$ cat config.mk
export PLATFORM = sky130hd
export DESIGN_NAME = dm_job_scheduler
export DESIGN_NICKNAME = d
export VERILOG_FILES = /design/src/rtl/dm_sched_pkg.sv /design/src/rtl/dm_job_scheduler_rr_arbiter.sv /design/src/rtl/dm_job_scheduler.sv
export SDC_FILE = /design/constraint.sdc
export NUM_CORES = 1
export LEC_CHECK = 0
export CAP_MARGIN = 20
export CELL_PAD_IN_SITES_DETAIL_PLACEMENT = 0
export CELL_PAD_IN_SITES_GLOBAL_PLACEMENT = 1
export CORE_AREA = 3 3 225 227
export CTS_CLUSTER_DIAMETER = 30
export DETAILED_ROUTE_END_ITERATION = 10
export DIE_AREA = 0 0 228 230
export PLACE_DENSITY_LB_ADDON = 0.1
export SLEW_MARGIN = 10
export SYNTH_ARGS = -nofsm -noshare
export SYNTH_HDL_FRONTEND = slang
export SYNTH_SLANG_ARGS = --single-unit
$ cat constraint.sdc
create_clock -name clk -period 5.2 [get_ports clk]
set_input_delay 1.56 -clock clk [delete_from_list [all_inputs] [get_ports clk]]
set_output_delay 1.56 -clock clk [all_outputs]
set_load 0.02 [all_outputs]
$ cat src/rtl/dm_sched_pkg.sv
// rtl/dm_sched_pkg.sv - shared types and alignment helper for the data_mover job scheduler
package dm_sched_pkg;

  // Scheduler FSM states, one job in flight at a time
  typedef enum logic [2:0] {
    IDLE,
    CHECK,
    START,
    WAIT_BUSY,
    WAIT_DONE,
    DONE
  } state_e;

  // Width the alignment check operates on; addresses and lengths are zero-extended to it
  localparam int unsigned CHECK_W = 64;

  // True when value is a whole multiple of align_bytes (align_bytes must be a power of two)
  function automatic logic is_aligned(input logic [CHECK_W-1:0] value, input int align_bytes);
    logic [CHECK_W-1:0] mask;
    mask = CHECK_W'(align_bytes) - CHECK_W'(1);
    return (value & mask) == '0;
  endfunction

endpackage

$ cat src/rtl/dm_job_scheduler_rr_arbiter.sv
// rtl/dm_job_scheduler_rr_arbiter.sv - combinational round-robin picker starting at a pointer
module rr_arbiter
  import dm_sched_pkg::*;
#(
  parameter int NREQ = 2,
  parameter int IW   = $clog2(NREQ)
) (
  input  logic [NREQ-1:0] req,
  input  logic [IW-1:0]   ptr,
  input  logic            en,
  output logic [NREQ-1:0] gnt,
  output logic [IW-1:0]   gnt_idx,
  output logic            gnt_valid
);

  logic [IW:0]   sum;
  logic [IW-1:0] idx;

  // Walk the requesters from ptr upward with wrap, taking the first one that is asserted
  always_comb begin
    gnt       = '0;
    gnt_idx   = '0;
    gnt_valid = 1'b0;
    sum       = '0;
    idx       = '0;
    for (int i = 0; i < NREQ; i++) begin
      sum = {1'b0, ptr} + (IW+1)'(i);
      if (sum >= (IW+1)'(NREQ)) begin
        sum = sum - (IW+1)'(NREQ);
      end
      idx = sum[IW-1:0];
      if (en && !gnt_valid && req[idx]) begin
        gnt[idx]  = 1'b1;
        gnt_idx   = idx;
        gnt_valid = 1'b1;
      end
    end
  end

endmodule

$ cat src/rtl/dm_job_scheduler.sv
// rtl/dm_job_scheduler.sv - round-robin job scheduler sharing one data_mover core
module dm_job_scheduler
  import dm_sched_pkg::*;
#(
  parameter int NREQ  = 2,
  parameter int AW    = 64,
  parameter int DW    = 512,
  parameter int LW    = 32,
  parameter int BURST = 4096,
  parameter int TMO   = 16
) (
  input  logic              clk,
  input  logic              resetn,
  input  logic [NREQ-1:0]   req_valid,
  output logic [NREQ-1:0]   req_ready,
  input  logic [NREQ*AW-1:0] req_src,
  input  logic [NREQ*AW-1:0] req_dst,
  input  logic [NREQ*LW-1:0] req_len,
  output logic [NREQ-1:0]   done,
  output logic              done_err,
  output logic              busy,
  output logic [31:0]       jobs_done,
  output logic [AW-1:0]     dm_src_address,
  output logic [AW-1:0]     dm_dst_address,
  output logic [63:0]       dm_byte_count,
  output logic [31:0]       dm_burst_size,
  output logic              dm_start,
  input  logic              dm_idle
);

  localparam int ALIGN = DW / 8;
  localparam int IW    = $clog2(NREQ);
  localparam int TW    = $clog2(TMO + 1);

  state_e         state_q, state_d;
  logic [IW-1:0]  rr_ptr_q, rr_ptr_d;
  logic [IW-1:0]  owner_q, owner_d;
  logic [AW-1:0]  src_q, src_d;
  logic [AW-1:0]  dst_q, dst_d;
  logic [LW-1:0]  len_q, len_d;
  logic           err_q, err_d;
  logic [TW-1:0]  tmo_q, tmo_d;
  logic [31:0]    jobs_q, jobs_d;
  logic [AW-1:0]  dm_src_q, dm_src_d;
  logic [AW-1:0]  dm_dst_q, dm_dst_d;
  logic [63:0]    dm_cnt_q, dm_cnt_d;

  logic           arb_en;
  logic [NREQ-1:0] arb_gnt;
  logic [IW-1:0]  arb_idx;
  logic           arb_valid;
  logic [AW-1:0]  sel_src;
  logic [AW-1:0]  sel_dst;
  logic [LW-1:0]  sel_len;
  logic           desc_ok;

  // Only arbitrate while idle, out of reset, and with the mover ready for a new job
  assign arb_en = resetn && (state_q == IDLE) && dm_idle;

  rr_arbiter #(
    .NREQ (NREQ),
    .IW   (IW)
  ) u_arb (
    .req       (req_valid),
    .ptr       (rr_ptr_q),
    .en        (arb_en),
    .gnt       (arb_gnt),
    .gnt_idx   (arb_idx),
    .gnt_valid (arb_valid)
  );

  // Route the granted requester's descriptor to the capture registers
  always_comb begin
    sel_src = '0;
    sel_dst = '0;
    sel_len = '0;
    for (int i = 0; i < NREQ; i++) begin
      if (arb_gnt[i]) begin
        sel_src = req_src[i*AW +: AW];
        sel_dst = req_dst[i*AW +: AW];
        sel_len = req_len[i*LW +: LW];
      end
    end
  end

  // A descriptor is runnable only if it moves something and every field is mover-aligned
  assign desc_ok = (len_q != '0)
                && is_aligned(CHECK_W'(src_q), ALIGN)
                && is_aligned(CHECK_W'(dst_q), ALIGN)
                && is_aligned(CHECK_W'(len_q), ALIGN);

  // Next-state logic: accept, validate, launch, watch the mover, report
  always_comb begin
    state_d  = state_q;
    rr_ptr_d = rr_ptr_q;
    owner_d  = owner_q;
    src_d    = src_q;
    dst_d    = dst_q;
    len_d    = len_q;
    err_d    = err_q;
    tmo_d    = tmo_q;
    jobs_d   = jobs_q;
    dm_src_d = dm_src_q;
    dm_dst_d = dm_dst_q;
    dm_cnt_d = dm_cnt_q;
    case (state_q)
      IDLE: begin
        if (arb_valid) begin
          owner_d  = arb_idx;
          src_d    = sel_src;
          dst_d    = sel_dst;
          len_d    = sel_len;
          rr_ptr_d = (arb_idx == IW'(NREQ - 1)) ? '0 : arb_idx + IW'(1);
          state_d  = CHECK;
        end
      end
      CHECK: begin
        if (!desc_ok) begin
          err_d   = 1'b1;
          state_d = DONE;
        end else begin
          err_d    = 1'b0;
          dm_src_d = src_q;
          dm_dst_d = dst_q;
          dm_cnt_d = 64'(len_q);
          state_d  = START;
        end
      end
      START: begin
        tmo_d   = '0;
        state_d = WAIT_BUSY;
      end
      WAIT_BUSY: begin
        if (!dm_idle) begin
          state_d = WAIT_DONE;
        end else if (tmo_q == TW'(TMO - 1)) begin
          err_d   = 1'b1;
          state_d = DONE;
        end else begin
          tmo_d = tmo_q + TW'(1);
        end
      end
      WAIT_DONE: begin
        if (dm_idle) begin
          state_d = DONE;
        end
      end
      DONE: begin
        if (!err_q) begin
          jobs_d = jobs_q + 32'd1;
        end
        state_d = IDLE;
      end
      default: begin
        state_d = IDLE;
      end
    endcase
  end

  // State and datapath registers; reset abandons any job in flight
  always_ff @(posedge clk or negedge resetn) begin
    if (!resetn) begin
      state_q  <= IDLE;
      rr_ptr_q <= '0;
      owner_q  <= '0;
      src_q    <= '0;
      dst_q    <= '0;
      len_q    <= '0;
      err_q    <= 1'b0;
      tmo_q    <= '0;
      jobs_q   <= '0;
      dm_src_q <= '0;
      dm_dst_q <= '0;
      dm_cnt_q <= '0;
    end else begin
      state_q  <= state_d;
      rr_ptr_q <= rr_ptr_d;
      owner_q  <= owner_d;
      src_q    <= src_d;
      dst_q    <= dst_d;
      len_q    <= len_d;
      err_q    <= err_d;
      tmo_q    <= tmo_d;
      jobs_q   <= jobs_d;
      dm_src_q <= dm_src_d;
      dm_dst_q <= dm_dst_d;
      dm_cnt_q <= dm_cnt_d;
    end
  end

  // Completion strobe goes only to the requester that owns the finishing job
  always_comb begin
    done = '0;
    for (int i = 0; i < NREQ; i++) begin
      done[i] = (state_q == DONE) && (owner_q == IW'(i));
    end
  end

  assign req_ready      = arb_gnt;
  assign done_err       = (state_q == DONE) && err_q;
  assign busy           = (state_q != IDLE);
  assign dm_start       = (state_q == START);
  assign jobs_done      = jobs_q;
  assign dm_src_address = dm_src_q;
  assign dm_dst_address = dm_dst_q;
  assign dm_byte_count  = dm_cnt_q;
  assign dm_burst_size  = 32'(BURST);

endmodule

* Yosys cells after proc, flatten, opt, wreduce, memory -nomap -nowiden
Cells that the tools add are included.
** Word-level totals
- Register bits :: 363
- Word-level logic and storage cells :: 103
- Bits of input ports :: 325
- Output and inout bits :: 263
** Operators by class
- Reduce and logical (&&, ||, !) cells :: 28
- Equal/unequal tests :: 12
- Order comparisons :: 6
- Add/subtract/negate cells :: 6
- Bitwise gates (word level) :: 3
- Muxes and demuxes :: 36
** Operators by type and width (number)
- 64-bit 2-to-1 mux :: 4
- 64-bit zero test :: 3
- 32-bit 2-to-1 mux :: 2
- 32-bit by 1-bit adder with 32-bit output, second input constant :: 1
- 32-bit nonzero test :: 1
- 1-bit 2-to-1 mux :: 16
- 3-bit 2-to-1 mux :: 5
- 3-bit case mux with 5 select lines :: 1
- 1-bit logical AND :: 13
- 5-bit 2-to-1 mux :: 2
- 2-bit != test, second input constant :: 5
- 5-bit case mux with 2 select lines :: 1
- 3-bit AND reduction :: 3
- 3-bit by 2-bit == test with 1-bit output, second input constant :: 2
- 3-bit == test, second input constant :: 2
- 2-bit AND reduction :: 3
- 5-bit by 1-bit adder with 5-bit output, second input constant :: 1
- 5-bit by 4-bit == test with 1-bit output, second input constant :: 1
- 1-bit by 2-bit less-than comparator with 1-bit output, second input constant :: 2
- 2-bit 2-to-1 mux :: 2
- 2-bit nonzero test :: 2
- 3-bit by 1-bit == test with 1-bit output, second input constant :: 1
- 3-bit zero test :: 1
- 3-bit != test, second input constant :: 1
- other kinds (12) :: 16

* Logic depth before layout (Yosys ltp)
- Word-level depth :: 12
- Gate-level depth with buffers :: 8

* By module
Synthesis repeated with hierarchy kept, for this count alone.
** Unflattened totals
- Cell total of the unflattened synthesis :: 1341
- Area total of the unflattened synthesis :: 15667.5 um^2
** By module, submodules not included
- dm_job_scheduler :: seq. area each 9083.7 um^2, times used 1, area an instance 15633.7 um^2, cells each 1334
- rr_arbiter :: seq. area each 0.0 um^2, times used 1, area an instance 33.8 um^2, cells each 7

* Least setup slack after synthesis
OpenSTA, ideal clock, no wires.
- Path kind :: input to output
- From :: input req_valid[0]
- To :: output req_ready[0]
- Data arrival time :: 2.475 ns
- Path slack :: 1.165 ns
- Buffers on the path :: 1
- Stages :: 3
- Cells stage by stage :: inv_1 -> a2111oi_4 -> clkbuf_1
** Between the ends
- Longest elaborated chain between the ends :: 8
- Elaborated cells between the ends (all ways) :: 12
- Those cells by class :: mux: 7; bitwise: 1; reduce/logical: 4
** RTL lines
- start, declared :: RTL line dm_job_scheduler.sv:14 : input logic [NREQ-1:0] req_valid,
- 1-bit 2-to-1 mux (implied by the code) (2 in series) :: RTL line dm_job_scheduler_rr_arbiter.sv:32 : if (en && !gnt_valid && req[idx]) begin
- 1-bit logical AND :: RTL line dm_job_scheduler_rr_arbiter.sv:32
- 1-bit 2-to-1 mux :: RTL line dm_job_scheduler_rr_arbiter.sv:32
- 1-bit zero test :: RTL line dm_job_scheduler_rr_arbiter.sv:32
- 1-bit logical AND (2 in series) :: RTL line dm_job_scheduler_rr_arbiter.sv:32
- 2-bit 2-to-1 mux (*) :: RTL line dm_job_scheduler_rr_arbiter.sv:32
- end, declared :: RTL line dm_job_scheduler.sv:15 : output logic [NREQ-1:0] req_ready,
Every way passes the cells marked *; elsewhere a longest branch is shown, timed or not. The select of a mux whose other input is x is not followed.

* Final worst setup path
- From :: input dm_idle
- To :: output req_ready[1]
** Between the ends
- Longest elaborated chain between the ends :: 7
- Elaborated cells between the ends (all ways) :: 9
- Those cells by class :: mux: 3; bitwise: 1; reduce/logical: 5
** RTL lines
- start, declared :: RTL line dm_job_scheduler.sv:28 : input logic dm_idle
- 1-bit logical AND (*) :: RTL line dm_job_scheduler.sv:58 : assign arb_en = resetn && (state_q == IDLE) && dm_idle;
- 1-bit logical AND :: RTL line dm_job_scheduler_rr_arbiter.sv:32
- 1-bit 2-to-1 mux :: RTL line dm_job_scheduler_rr_arbiter.sv:32
- 1-bit zero test :: RTL line dm_job_scheduler_rr_arbiter.sv:32
- 1-bit logical AND (2 in series) :: RTL line dm_job_scheduler_rr_arbiter.sv:32
- 2-bit 2-to-1 mux (*) :: RTL line dm_job_scheduler_rr_arbiter.sv:32
Every way passes the cells marked *; elsewhere a longest branch is shown, timed or not.

==> flow_summary.toml <==
[status]
status = "complete, no violations"

[sta]
setup_violations = 0
drv_slew = 0
relSlewSlack = 0.300
min_period_ps = 4970
worst_slew_pin_slew_ps = 1050
finalCritPeriodShare = 0.956
clock_skew_ps = 23.4
rsz0062_at_grt = "no"
tns_ps = 0
max_freq_mhz = 201
hold_viol = 0

[place]
port_buffers = 523
place_hpwl_mm = 36.3
gp_congestion = 0.777
dpl-instance-area_um2 = 20600

[critical_path]
cp_top_family = "buffers and inverters"
timing.rr.start = "state_q[1]$_DFFE_PN0P_"
crit_buf_inv = 2
critPathKind = "primary input to output pin"
crit_path_end_kind = "output pin"
cp_max_fo = 4
crit_path_frequent_cell = "clkdlybuf4s50_1"
worstPathCellList = "clkdlybuf4s50_1, nand2_1, a2111oi_2, clkdlybuf4s50_1"
required_ps = 3640
cp.arrival_ps = 3410
start_kind = "primary input"
cpPeakStageDelay_ps = 710
regToRegSetupSlack_ps = 1970
critPathSlowestCell = "clkdlybuf4s50_1"
r2r_end = "src_q[32]$_DFFE_PN0P_"
r2r.worst_path.cells = 6

[drt]
drc = 0
avgViaCountPerCell = 4.80
drt-initial-drc-count = 1146
ant_nets = 0
wl_mm = 53.9
wl_met3_mm = 5.21
first_pass_iters = 9
dr_wl_met2_mm = 26.9
wire_per_inst_um = 21.7
met1Wirelength_mm = 20.5
top_layer = "met5"
vias = 11900

[clock_network]
h-tree-depth = 3
clockBufferDepth = 3
cts_tree = "yes"
clock-sinks = 363
root_buffer = "clkbuf_16"
cts_setup_buffers = 0
clk_pin_slew_ps = 40
cts_resized = 0
cts_buffers = 102
cts_hold_buf = 0
insertion_delay_ps = 620

[logic_synthesis]
synth_simple_gate_area_frac = 0.0504
synthCells = 1163
synth_cell_type_count = 44
synthArstFlopShare = 1.00
yosys_warnings = 0
synthFlopType = "dfrtp_1"
synth_edf_count = 0
syn_area_per_cell_um2 = 12.9
yosysSeqAreaShare = 0.605
yosys.area_share.xor_xnor = 0.0192
synthAdderAreaFrac = 0.00250
muxShareOfSynthArea = 0.106
syn-cell-area_um2 = 15000
synth-compound-area-share = 0.116
synth_top_family_by_area = "compound AO/OA/AOI/OAI gates"
ys_seq_elements = 363

[layout]
final_util = 0.503
area_growth_pct = 63.5
drive_gt1_frac = 0.183
stdcell_area_um2 = 24600
nNetsFinal = 2052

[min_path]
holdPathEnd = "jobs_done[31]$_DFFE_PN0P_"
min_from = "jobs_done[31]$_DFFE_PN0P_"
min_path_type = "flop to flop"
hold-path-cell-count = 1

[floorplanning]
row_count = 81
initial_core_util = 0.307
die_w_um = 228
boundaryPins = 588
die_y_um = 230
core-area_um2 = 48800
die_area_um2 = 52400

[global_routing]
grt-ovfl-total = 0
track_usage = 0.200
grt_max_degree = 161
grt_pass1_wl_mm = 79.8
grt_antenna_before_repair = 16
grt_pass1_vias = 12500

[power_and_ir_drop]
powerDensity_nw_per_um2 = 521
peakVddDrop_mv = 0.322
cellLeakagePower_nw = 12.0

[run]
drv_cap = 0
per-layer routing:
metal,vias up,global-route usage
met4,18,0.0671
met5,-,0
li1,5316,-
met3,98,0.0901
met1,5981,0.228
met2,495,0.333
sequential cells by signal (all words and copies together) (netlist names):
| register | cells |
|---|---|
| dm_byte_count | 32 |
| dst_q | 64 |
| state_q | 3 |
| dm_src_address | 64 |
| tmo_q | 5 |
| src_q | 64 |
| dm_dst_address | 64 |
| err_q | 1 |
| owner_q | 1 |
| len_q | 32 |
| rr_ptr_q | 1 |
| jobs_done | 32 |
cell families after synthesis:
group | after synthesis
simple gates | 132
compound gates | 177
other cells | 2
mux | 142
buf+inv | 311
fa+ha+maj | 3
xor+xnor | 33
flops | 363
stage by stage:
step,power [mW],hold slack (ps),setup WS [ps],cells
after floorplan,5.03,452,1170,1225
final,12.8,472,230,2483
after detailed placement,5.87,460,234,2283
after global placement,5.82,461,241,2283
after CTS,13.0,478,221,2475
after global routing,13.4,493,126,2482
cell type report:
class | instances | area, um2
antenna | 7 | 17.5
fill | 4468 | 24300
clock buffer | 130 | 2850
clock inverter | 62 | 1040
sequential | 363 | 9080
inverter | 171 | 642
timing repair buffer | 535 | 5400
tap | 664 | 831
multi-input combinational | 551 | 4690
cell usage after synthesis (14+ instances only):
| master | instances | share of area |
|---|---|---|
| clkbuf_1 | 32 | 0.0080 |
| nor3_1 | 18 | 0.0060 |
| nand3_1 | 15 | 0.0050 |
| buf_4 | 65 | 0.032 |
| nand2_1 | 21 | 0.0052 |
| and2_1 | 20 | 0.0083 |
| inv_1 | 171 | 0.043 |
| a222oi_1 | 160 | 0.11 |
| buf_2 | 36 | 0.012 |
| xor2_1 | 22 | 0.013 |
| nor4_1 | 14 | 0.0058 |
| dfrtp_1 | 363 | 0.60 |
| mux2_2 | 132 | 0.099 |
cells in the final DEF (no fill, tap or decap), drive strengths merged, types with 6 or more instances in the layout:
cell type / count
diode: 7
nor3: 18
nand4: 11
and2: 20
clkbuf: 130
buf: 13
clkdlybuf4s50: 522
nand3: 15
xor2: 22
nand2: 21
nor2: 10
conb: 64
clkinvlp: 6
nor4: 14
inv: 175
clkinv: 26
dfrtp: 363
xnor2: 11
a222oi: 160
bufinv: 26
mux2: 142
how the worst max path moves through the flow:
| stage | from | endpoint | slack [ps] | cells after the start |
|---|---|---|---|---|
| 2_1_floorplan | req_valid[0] | req_ready[0] | 1170 | 3 |
| 3_3_place_gp | dm_idle | req_ready[1] | 240 | 4 |
| 3_5_place_dp | dm_idle | req_ready[1] | 230 | 4 |
| 4_1_cts | dm_idle | req_ready[1] | 220 | 4 |
| 5_1_grt | dm_idle | req_ready[1] | 130 | 4 |
| 6_report | dm_idle | req_ready[1] | 230 | 4 |
power breakdown:
group | total [mW] | switching, mW | internal, mW
registers | 4.05 | 0.490 | 3.56
logic | 1.76 | 0.845 | 0.913
clock network | 6.99 | 1.87 | 5.12
Note: power is estimated with default switching activity, not from simulation.
